$ cat config.mk
export PLATFORM = sky130hd
export DESIGN_NAME = tt_um_spi_ram_reader
export DESIGN_NICKNAME = d
export VERILOG_FILES = /design/src/rtl/tt_um_spi_ram_reader_pkg.sv /design/src/rtl/tt_um_spi_ram_reader_spi_if.sv /design/src/rtl/tt_um_spi_ram_reader.sv
export SDC_FILE = /design/constraint.sdc
export NUM_CORES = 1
export LEC_CHECK = 0
export ABC_AREA = 1
export CAP_MARGIN = 10
export CORE_ASPECT_RATIO = 0.5
export CORE_MARGIN = 4
export CORE_UTILIZATION = 30
export CTS_BUF_LIST = sky130_fd_sc_hd__clkbuf_4 sky130_fd_sc_hd__clkbuf_8
export CTS_CLUSTER_DIAMETER = 100
export CTS_CLUSTER_SIZE = 16
export DETAILED_ROUTE_END_ITERATION = 10
export SLEW_MARGIN = 10
export SYNTH_ARGS = -nofsm -noshare
export SYNTH_HDL_FRONTEND = slang
export SYNTH_SLANG_ARGS = --single-unit
$ cat constraint.sdc
create_clock -name clk -period 2.3 [get_ports clk]
set_clock_uncertainty 0.15 [all_clocks]
set_input_delay 0.46 -clock clk [delete_from_list [all_inputs] [get_ports clk]]
set_output_delay 0.46 -clock clk [all_outputs]
set_load 0.005 [all_outputs]
$ cat src/rtl/tt_um_spi_ram_reader_pkg.sv
// Shared constants and types for the SPI RAM reader: opcode, frame geometry,
// uio pin map and the SPI master state encoding.
package tt_um_spi_ram_reader_pkg;

  localparam logic [7:0] CMD_READ   = 8'h03;
  localparam int         ADDR_BITS  = 8;
  localparam int         FRAME_BITS = 24;
  localparam int         CNT_W      = 5;

  // Pulse counts (before increment) that matter inside a frame.
  localparam logic [CNT_W-1:0] CNT_DATA = 5'd16;
  localparam logic [CNT_W-1:0] CNT_LAST = 5'd23;

  localparam int PIN_CS_N = 0;
  localparam int PIN_MOSI = 1;
  localparam int PIN_MISO = 2;
  localparam int PIN_SCK  = 3;

  localparam logic [7:0] UIO_OE = 8'b0000_1011;

  typedef enum logic [2:0] {
    ST_IDLE,
    ST_START,
    ST_HIGH,
    ST_LOW,
    ST_DONE
  } spi_state_e;

  // Full outgoing frame: opcode, address, then zeros while the slave talks.
  function automatic logic [FRAME_BITS-1:0] frame_word(input logic [ADDR_BITS-1:0] addr);
    return {CMD_READ, addr, 8'h00};
  endfunction

endpackage

$ cat src/rtl/tt_um_spi_ram_reader_spi_if.sv
// SPI mode-0 master that runs one 24-bit read frame (opcode, address, data)
// per start request; SCK is clk/2 and every pin is driven from a flop.
module spi_if
  import tt_um_spi_ram_reader_pkg::*;
(
  input  logic                 clk,
  input  logic                 rst,
  input  logic                 start,
  input  logic [ADDR_BITS-1:0] addr,
  input  logic                 miso,
  output logic                 cs_n,
  output logic                 sck,
  output logic                 mosi,
  output logic [7:0]           rdata,
  output logic                 done
);

  spi_state_e            state_q, state_d;
  logic [FRAME_BITS-1:0] tx_q, tx_d;
  logic [7:0]            rx_q, rx_d;
  logic [CNT_W-1:0]      cnt_q, cnt_d;
  logic                  cs_n_q, cs_n_d;
  logic                  sck_q, sck_d;
  logic                  mosi_q, mosi_d;

  // NOTE: sequential state uses non-blocking (<=) so every flop samples the
  // pre-edge value; the combinational block below uses blocking (=).
  always_ff @(posedge clk) begin
    if (rst) begin
      state_q <= ST_IDLE;
      tx_q    <= '0;
      rx_q    <= '0;
      cnt_q   <= '0;
      cs_n_q  <= 1'b1;
      sck_q   <= 1'b0;
      mosi_q  <= 1'b0;
    end else begin
      state_q <= state_d;
      tx_q    <= tx_d;
      rx_q    <= rx_d;
      cnt_q   <= cnt_d;
      cs_n_q  <= cs_n_d;
      sck_q   <= sck_d;
      mosi_q  <= mosi_d;
    end
  end

  always_comb begin
    // NOTE: every output gets a hold default first, so no path infers a latch.
    state_d = state_q;
    tx_d    = tx_q;
    rx_d    = rx_q;
    cnt_d   = cnt_q;
    cs_n_d  = cs_n_q;
    sck_d   = sck_q;
    mosi_d  = mosi_q;

    unique case (state_q)
      ST_IDLE: begin
        if (start) state_d = ST_START;
      end
      ST_START: begin
        tx_d    = frame_word(addr);
        rx_d    = '0;
        cnt_d   = '0;
        cs_n_d  = 1'b0;
        mosi_d  = tx_d[FRAME_BITS-1];
        state_d = ST_HIGH;
      end
      ST_HIGH: begin
        sck_d   = 1'b1;
        state_d = ST_LOW;
      end
      ST_LOW: begin
        // Falling SCK: present the next bit and capture the slave's bit.
        sck_d  = 1'b0;
        tx_d   = {tx_q[FRAME_BITS-2:0], 1'b0};
        mosi_d = tx_q[FRAME_BITS-2];
        if (cnt_q >= CNT_DATA) rx_d = {rx_q[6:0], miso};
        cnt_d   = cnt_q + 5'd1;
        state_d = (cnt_q == CNT_LAST) ? ST_DONE : ST_HIGH;
      end
      ST_DONE: begin
        cs_n_d  = 1'b1;
        mosi_d  = 1'b0;
        state_d = ST_IDLE;
      end
      default: state_d = ST_IDLE;
    endcase
  end

  assign cs_n  = cs_n_q;
  assign sck   = sck_q;
  assign mosi  = mosi_q;
  assign rdata = rx_q;
  assign done  = (state_q == ST_DONE);

endmodule

$ cat src/rtl/tt_um_spi_ram_reader.sv
// Tiny Tapeout wrapper: maps the SPI master onto uio, restarts frames while
// ena is high and holds the last byte read on uo_out.
module tt_um_spi_ram_reader
  import tt_um_spi_ram_reader_pkg::*;
(
  input  logic [7:0] ui_in,
  output logic [7:0] uo_out,
  input  logic [7:0] uio_in,
  output logic [7:0] uio_out,
  output logic [7:0] uio_oe,
  input  logic       ena,
  input  logic       clk,
  input  logic       rst
);

  logic       spi_cs_n;
  logic       spi_sck;
  logic       spi_mosi;
  logic       spi_done;
  logic [7:0] spi_rdata;
  logic [7:0] uo_out_q;
  logic       unused_uio_in;

  assign unused_uio_in = &{1'b0, uio_in[7:3], uio_in[1:0]};

  // A frame in flight always finishes; ena is only looked at from IDLE.
  spi_if u_spi (
    .clk   (clk),
    .rst   (rst),
    .start (ena),
    .addr  (ui_in),
    .miso  (uio_in[PIN_MISO]),
    .cs_n  (spi_cs_n),
    .sck   (spi_sck),
    .mosi  (spi_mosi),
    .rdata (spi_rdata),
    .done  (spi_done)
  );

  always_ff @(posedge clk) begin
    if (rst)           uo_out_q <= 8'h00;
    else if (spi_done) uo_out_q <= spi_rdata;
  end

  always_comb begin
    uio_out           = 8'h00;
    uio_out[PIN_CS_N] = spi_cs_n;
    uio_out[PIN_MOSI] = spi_mosi;
    uio_out[PIN_SCK]  = spi_sck;
  end

  assign uo_out = uo_out_q;
  assign uio_oe = UIO_OE;

endmodule

# Word-level counts from Yosys, hierarchy flattened
# Cells that the tools add are included.
# W data, S select, Z words.
word_totals:
  output_inout_bits: 24
  elab_cells: 34
  ramBits: 0
  ff_bits: 50
  rom_bits: 0
  inputBits: 19
  n_memories: 0
  latch_bits: 0
classes:
  n_eq_ne: 7
  mux: 10
  n_reduce_logical: 7
  shift: 0
  n_addsub: 1
  div: 0
  n_mul: 0
  bitwise: 0
  order_cmp: 1
op_table:
  columns: ["operator", "n"]
  rows:
  - ["$pmux W23 S2", 1]
  - ["$pmux W8 S2", 1]
  - ["$pmux W3 S4", 1]
  - ["$pmux W5 S2", 1]
  - ["$mux W8", 1]
  - ["$reduce_bool A2 Y1", 4]
  - ["$eq A3 B2 Y1 const B", 2]
  - ["$mux W3", 2]
  - ["$pmux W1 S2", 3]
  - ["$add A5 B1 Y5 const B", 1]
  - ["$eq A5 B5 Y1 const B", 1]
  - ["$ge A5 B5 Y1 const B", 1]
  - ["$eq A3 B1 Y1 const B", 1]
  - ["$eq A3 B3 Y1 const B", 1]
  - ["$logic_not A3 Y1", 1]
  - ["$ne A2 B1 Y1 const B", 1]
  - ["$ne A2 B2 Y1 const B", 1]
  - ["$reduce_and A2 Y1", 1]
  - ["$reduce_or A2 Y1", 1]

# Longest topological paths before layout
# Gate-level depths: netlist (run 1).
depth:
  depth_word: 3
  depth_mapped: 8

# Modules after synthesis
# Synthesis (run 1) repeated with hierarchy kept, for this count alone.
hier_totals:
  cells_unflattened: 261
  area_unflattened_um2: 1876.8
modules_own_cells:
  columns: ["module", "seq_area_each_um2", "n_inst", "cells_per_inst", "area_each_um2"]
  rows:
  - ["spi_if", 680.7, 1, 192, 1407.6]
  - ["tt_um_spi_ram_reader", 160.2, 1, 69, 469.2]

# Worst setup path before layout (run 1)
# Ideal clock, no wire load.
synth_timing:
  path_kind: "reg-to-reg"
  from: "register u_spi.state_q[0]"
  to: "register u_spi.rx_q[3], in the netlist u_spi.rdata[3]"
  period_less_slack_ps: 1236
  t_required_ps: 2018
  setup_time_ps: 132
  n_path_buf: 1
  path_stages_with_launch: 7
  arrival_time_ps: 954
  setup_slack_ps: 1064
  path_cell_list: "dfxtp_1 > buf_2 > inv_1 > nor2_2 > o21ai_2 > nand2_1 > a21oi_1"
synth_between:
  elab_chain_cells: 3
synth_lines:
  columns: ["element", "line", "text"]
  rows:
  - ["start, declared", "tt_um_spi_ram_reader_spi_if.sv:18", "spi_state_e state_q, state_d;"]
  - ["start signal, assigned", "tt_um_spi_ram_reader_spi_if.sv:38", "state_q <= state_d;"]
  - ["$eq A3 B2 Y1 / $eq A3 B1 Y1 (equally long branches)", "tt_um_spi_ram_reader_spi_if.sv:58", "unique case (state_q)"]
  - ["$ne A2 B1 Y1 (no source line) / $reduce_bool A2 Y1 (equally long branches)", null, null]
  - ["$reduce_and A2 Y1 (no source line)", null, null]
  - ["end signal, assigned", "tt_um_spi_ram_reader_spi_if.sv:40", "rx_q <= rx_d;"]
  - ["end, declared", "tt_um_spi_ram_reader_spi_if.sv:20", "logic [7:0] rx_q, rx_d;"]
# Parallel ways exist; a longest one is shown, timed or not.
# A chain may end at the register's enable or synchronous reset.

# Worst setup path after layout (run 1)
layout_timing:
  from: "register u_spi.sck_q, in the netlist u_spi.sck"
  to: "output uio_out[3]"
layout_lines:
  columns: ["element", "line", "text"]
  rows:
  - ["start, declared", "tt_um_spi_ram_reader_spi_if.sv:23", "logic sck_q, sck_d;"]
  - ["start signal, assigned", "tt_um_spi_ram_reader_spi_if.sv:43", "sck_q <= sck_d;"]
  - ["end, declared", "tt_um_spi_ram_reader.sv:9", "output logic [7:0] uio_out,"]
# No word-level cell between the ends.

==> metrics.txt, run 1 <==
result of the run finished, final reports clean; type of element capturing the critical path output pin; chip width 116.9 um; number of vias after detailed routing 1472; initial cell density of the core 0.3169; register clock-pin slew on the reported worst setup and hold paths 0.08 ns; Avg WL per Cell 10.16 um; Final Net Count roughly 290; fraction of layout cells with a size suffix above 1 0.06015; core area 5610 um^2; synthesized netlist cell count between 200 and 250; TritonCTS Sinks 42; final cell count without fillers approximately 340; count of maximum capacitance violations 0; buffers plus inverters on the worst setup path 1; TritonCTS buffer count 5; post_cts resized 0; placed wire-length estimate after detailed placement 2445 um; area of the die around 7300 um^2; Max Transition Viols Final 0; share of synthesized area spent on multiplexers 0; Area Growth Syn to Fin 16.82%; antenna-violating nets left 0; Synth warnings 0; xor and xnor fraction of the mapped netlist area 0; placer's final routability congestion estimate 0.8402; combinational family with the most area after synthesis simple AND/OR/NAND/NOR gates; number of DRC markers in iteration 0 74; global-route total usage across every layer 0.09789; category of the worst setup path launch point flop; number of antenna violations at the first check in global routing 0; TNS Setup 0 ns; wire length reported by the detailed router 3443 um; period utilization 0.7609; worst voltage drop across the vdd grid 244.9 uV; Critical Path, Cell by Cell clkdlybuf4s50_1; Adder-Cell Fraction of Synth Area 0.007037; fraction of the mapped netlist area in simple logic gates 0.2998; crit path max-delay cell type clkdlybuf4s50_1; buffer depth of the longest clock path 2; via count of the first global-routing pass about 1400; post-synthesis sequential element count 42; achievable frequency 0.5714 GHz; kind of cell adding the most delay to the critical path buffers and inverters; final period demand of the worst path between 1.5 and 2 ns; wire length of the first global-routing pass 5858 um; grt ovf 0; Antenna Diode Count 0; P per Cell Area 674.3 nW/um^2; area fraction in compound gates after synthesis 0.09219; count of unique library cells instantiated by Yosys 18; CTS tree built; sequential fraction of the synthesis area 0.4729; per-instance average area after synthesis 7.169 um^2; hold-fix buffers at CTS 0; setup fix buffers added after clock tree synthesis 0; count of unresolved DRC violations after routing 0; Worst Path Max Fanout 2; type of the tightest min-delay check reg2reg; critical path class reg2out; Inst Count DP 331; count of boundary I/O pins 43; synthesized area 1778 um^2; number of input and output port buffers inserted 22; P_leak roughly 0.85 nW; length of the first detailed-routing pass in iterations 4; DIE HEIGHT around 62 um; Hold Vio Cnt, Final 0; Crit path arrival time ~1.1 ns; Clk Tree Root Cell clkbuf_8; post-detailed-route via-to-cell ratio 4.342; count of standard-cell rows 19; setup repair after global routing missed its margin no; Crit path largest cell delay 0.51 ns; clock insertion delay at the later pin of the skew report 0.28 ns; largest net degree at the start of global routing 21; number of setup violations in the final report 0; data required time of the critical path 1.69 ns; # H-tree levels 2; Filler cells 581
sequential cells by signal, indices dropped and copies added, names as in the netlist:
name / cells
u_spi.sck: 1
u_spi.tx_q: 15
u_spi.cnt_q: 5
u_spi.rdata: 8
u_spi.cs_n: 1
u_spi.mosi: 1
uo_out: 8
u_spi.state_q: 3
layer usage:
metal	track usage	routed length, um
met1	0.1263	1743
met2	0.1579	1504
met3	0.02515	168
met4	0.03433	27
met5	0	0
worst min-delay path, cell delays in order (launching register included):
cell	delay, ns
dfxtp_1	0.32
nand2_1	0.06
nand2_1	0.04
cell usage after synthesis, drive strengths merged:
cell type   n  area (um^2)
nor3        2        10.01
nand2      73        276.5
clkbuf      5        18.77
dfxtp      42        840.8
conb        2        7.510
inv        13        48.79
buf        21        152.6
ha          1        12.51
nor2       38        147.6
a21oi      20        100.1
nand4       3        18.77
nand3      16        80.08
o21ai      12        63.81
final cells by class:
| class | instances | area [um^2] | share of cell area |
|---|---|---|---|
| clock inverters | 1 | 5.005 | 0.002410 |
| repair buffers | 25 | 242.7 | 0.1169 |
| multi-input cells | 178 | 758.2 | 0.3651 |
| clock buffers | 7 | 90.09 | 0.04337 |
| inverters | 13 | 48.80 | 0.02349 |
| flip-flops and latches | 42 | 840.8 | 0.4048 |
| well taps | 73 | 91.34 | 0.04398 |
cell families (layout without fill, tap and decap cells):
| logic type | Yosys count | after routing |
|---|---|---|
| compound gates | 32 | 32 |
| fa+ha+maj | 1 | 1 |
| buf+inv | 39 | 46 |
| flops | 42 | 42 |
| other cells | 2 | 13 |
| simple gates | 132 | 132 |
path summary, 6_finish.rpt:
path,startpoint,endpoint,slack (ns),depth (start not counted)
min,u_spi.tx_q[10]$_SDFFE_PP0P_,u_spi.tx_q[11]$_SDFFE_PP0P_,0.31,2
max reg2reg,u_spi.state_q[0]$_SDFFE_PP0P_,u_spi.tx_q[15]$_SDFFE_PP0P_,0.69,6
max,u_spi.sck$_SDFFE_PP0P_,uio_out[3],0.55,1
min reg2reg,u_spi.tx_q[10]$_SDFFE_PP0P_,u_spi.tx_q[11]$_SDFFE_PP0P_,0.31,2
power by group:
part           internal, mW  switching (mW)  leakage [nW]
Clock                 0.254           0.230        0.0517
Combinational        0.0572          0.0885         0.460
Sequential            0.751          0.0195         0.341
Total                  1.06           0.338         0.852
metrics by stage:
step	worst slack [ns]	cell area (um^2)	util	hold slack, ns	power, mW
finish	0.5500	2077	0.3702	0.3073	1.400
floorplan	1.064	1819	-	0.2762	0.9036
CTS	0.5231	2077	0.3702	0.3050	1.422
global placement	0.4560	1982	0.3533	0.2873	0.9315
global route	0.4835	2077	0.3702	0.3355	1.471
detailed placement	0.4415	1982	0.3533	0.2935	0.9334
placed cells by master, fill, tap and decap left out:
| master | instances |
|---|---|
| a21oi_1 | 20 |
| buf_4 | 3 |
| clkbuf_4 | 1 |
| clkbuf_8 | 6 |
| clkdlybuf4s50_1 | 22 |
| clkinv_2 | 1 |
| conb_1 | 13 |
| dfxtp_1 | 42 |
| ha_1 | 1 |
| inv_1 | 12 |
| inv_2 | 1 |
| nand2_1 | 72 |
| nand2_2 | 1 |
| nand3_1 | 16 |
| nand4_1 | 3 |
| nor2_1 | 36 |
| nor2_2 | 2 |
| nor3_1 | 2 |
| o21ai_0 | 11 |
| o21ai_2 | 1 |
Power figures use the tool's default switching activity.
==> run 2: changes to the inputs <==
clock period = 1.69 ns   (was 2.3 ns; I/O delays follow)
==> run 2 against run 1 <==
  * Power increased by 47%
  * Worst hold slack worse by 0.0040 ns
  * First-iteration DRC count fell by 22%
  * Register-to-register slack got worse by 0.47 ns
  * Sequential power rose by 36%
  * Flip-flop and latch count did not move
  * Critical path depth stayed put
  * Cell area rose by 2.8%
  * Global-route usage grew 0.40 points
  * Worst setup slack lost 0.48 ns
==> metrics.txt, run 2 (synthesis results as in run 1) <==
result of the run finished, final reports clean; DIE HEIGHT roughly 62 um; via count of the first global-routing pass between 1000 and 1500; number of flip-flops under the largest register name 15; Hold Vio Cnt, Final 0; Clk network pwr share 0.387; largest net degree at the start of global routing 21; Clk Tree Root Cell clkbuf_8; register clock-pin slew on the reported worst setup and hold paths 0.08 ns; global-route total usage across every layer 0.1019; internal power component 1.585 mW; CTS tree built; wire length reported by the detailed router 3502 um; switching share of power 0.2281; number of input and output port buffers inserted 22; r2r startpoint u_spi.state_q[1]$_SDFFE_PP0P_; post-route cell area 2136 um^2; register-to-register path setup slack 0.22 ns; type of element capturing the critical path output pin; Crit path largest cell delay 0.50 ns; kind of cell adding the most delay to the critical path buffers and inverters; endpoint of the most critical register-to-register path u_spi.rdata[1]$_SDFFE_PP0P_; count of unresolved DRC violations after routing 0; count of boundary I/O pins 43; post-detailed-route via-to-cell ratio 4.424; most common library cell in the layout ignoring fill and taps nand2_1; # H-tree levels 2; crit path max-delay cell type clkdlybuf4s50_1; hold-fix buffers at CTS 0; part of the total power dissipated in combinational logic 0.104; Worst Reg-to-Reg Cells 5; P_leak 0.9002 nW; cell area after placement 2019 um^2; final period demand of the worst path 1.624 ns; critical path class reg2out; number of DRC markers in iteration 0 58; Antenna Diode Count 0; buffer depth of the longest clock path 2; count of maximum capacitance violations 0; end of the worst hold path u_spi.tx_q[11]$_SDFFE_PP0P_; hold path cells 2; data required time of the critical path 1.20 ns; register share of total power 0.509; fraction of layout cells with a size suffix above 1 0.07749; placed wire-length estimate after detailed placement 2525 um; placer's final routability congestion estimate 0.8579; antenna-violating nets left 0; clock insertion delay at the later pin of the skew report about 0.29 ns; Max Transition Viols Final 0; Sw Pwr 0.4686 mW; count of standard-cell rows 19; TritonCTS Sinks 42; Worst Path Max Fanout 2; Avg WL per Cell 10.18 um; TNS Setup 0 ns; P per Cell Area 961.6 nW/um^2; Crit path arrival time roughly 1.1 ns; Critical Path, Cell by Cell clkdlybuf4s50_1; setup fix buffers added after clock tree synthesis 0; category of the worst setup path launch point flop; wire length of the first global-routing pass 6016 um; worst voltage drop across the vdd grid 313.4 uV; Final Net Count 290; most frequent cells in the layout nand2_1, dfxtp_1, nor2_1; TritonCTS buffer count 5; initial cell density of the core 0.3169; number of setup violations in the final report 0; length of the first detailed-routing pass in iterations 4; number of vias after detailed routing 1522; achievable frequency 0.6159 GHz; type of the tightest min-delay check reg2reg; buffers plus inverters on the worst setup path 1; total power 2.054 mW; number of antenna violations at the first check in global routing 0; post_cts resized 0; Hold Path Origin u_spi.tx_q[10]$_SDFFE_PP0P_; chip width 116.9 um; period utilization 0.9608; Area Growth Syn to Fin 20.13%; core area between 5000 and 6000 um^2; setup repair after global routing missed its margin no; top register by number of flip-flops u_spi.tx_q; grt ovf 0; area of the die 7297 um^2
[run 2: cell types whose count changed in the layout (fill, tap and decap cells not counted), sizes merged]
cell | before | now
dlymetal6s2s | 0 | 1
clkinv | 1 | 0
bufinv | 0 | 1
clkdlybuf4s50 | 22 | 21
buf | 3 | 8
[run 2: power groups by stage]
stage	Sequential, mW	Combinational, mW	Clock [mW]
final	1.05	0.214	0.795
after global routing	1.05	0.244	0.870
after CTS	1.05	0.217	0.819
after detailed placement	1.07	0.217	0
after global placement	1.07	0.213	0
after floorplan	1.06	0.169	0
[run 2: how the worst max path moves through the flow]
stage,depth (start not counted),from,slack [ns],end
global placement,5,rst,0.15,u_spi.state_q[0]$_SDFFE_PP0P_
finish,1,u_spi.cs_n$_SDFFE_PP1P_,0.07,uio_out[0]
floorplan,6,u_spi.state_q[0]$_SDFFE_PP0P_,0.45,u_spi.rdata[3]$_SDFFE_PP0P_
CTS,1,u_spi.sck$_SDFFE_PP0P_,0.03,uio_out[3]
global route,1,uo_out[7]$_SDFFE_PP0P_,0.005,uo_out[7]
detailed placement,5,rst,0.11,u_spi.state_q[0]$_SDFFE_PP0P_
[run 2: per-layer routing]
metal  global-route usage  vias up  wire length [um]
li1                     -      795                 -
met1               0.1268      684              1629
met2               0.1664       41              1658
met3              0.03482        2               205
met4              0.03004        0                 8
met5                    0        -                 0
[run 2: area by class of cell]
type / count / area [um^2]
flip-flops and latches: 42 / 840.8
well taps: 73 / 91.34
fillers: 607 / 3475
clock buffers: 7 / 83.83
repair buffers: 30 / 282.8
clock inverters: 1 / 30.03
inverters: 13 / 48.80
multi-input cells: 178 / 758.2
[run 2: stage by stage]
stage	cells	utilization	hold slack, ns	worst slack [ns]
CTS	344	0.3802	0.3045	0.03395
floorplan	259	-	0.2762	0.4537
detailed placement	336	0.3599	0.2902	0.1081
global route	344	0.3807	0.3382	0.004567
global placement	336	0.3599	0.2844	0.1518
finish	344	0.3807	0.3033	0.06631
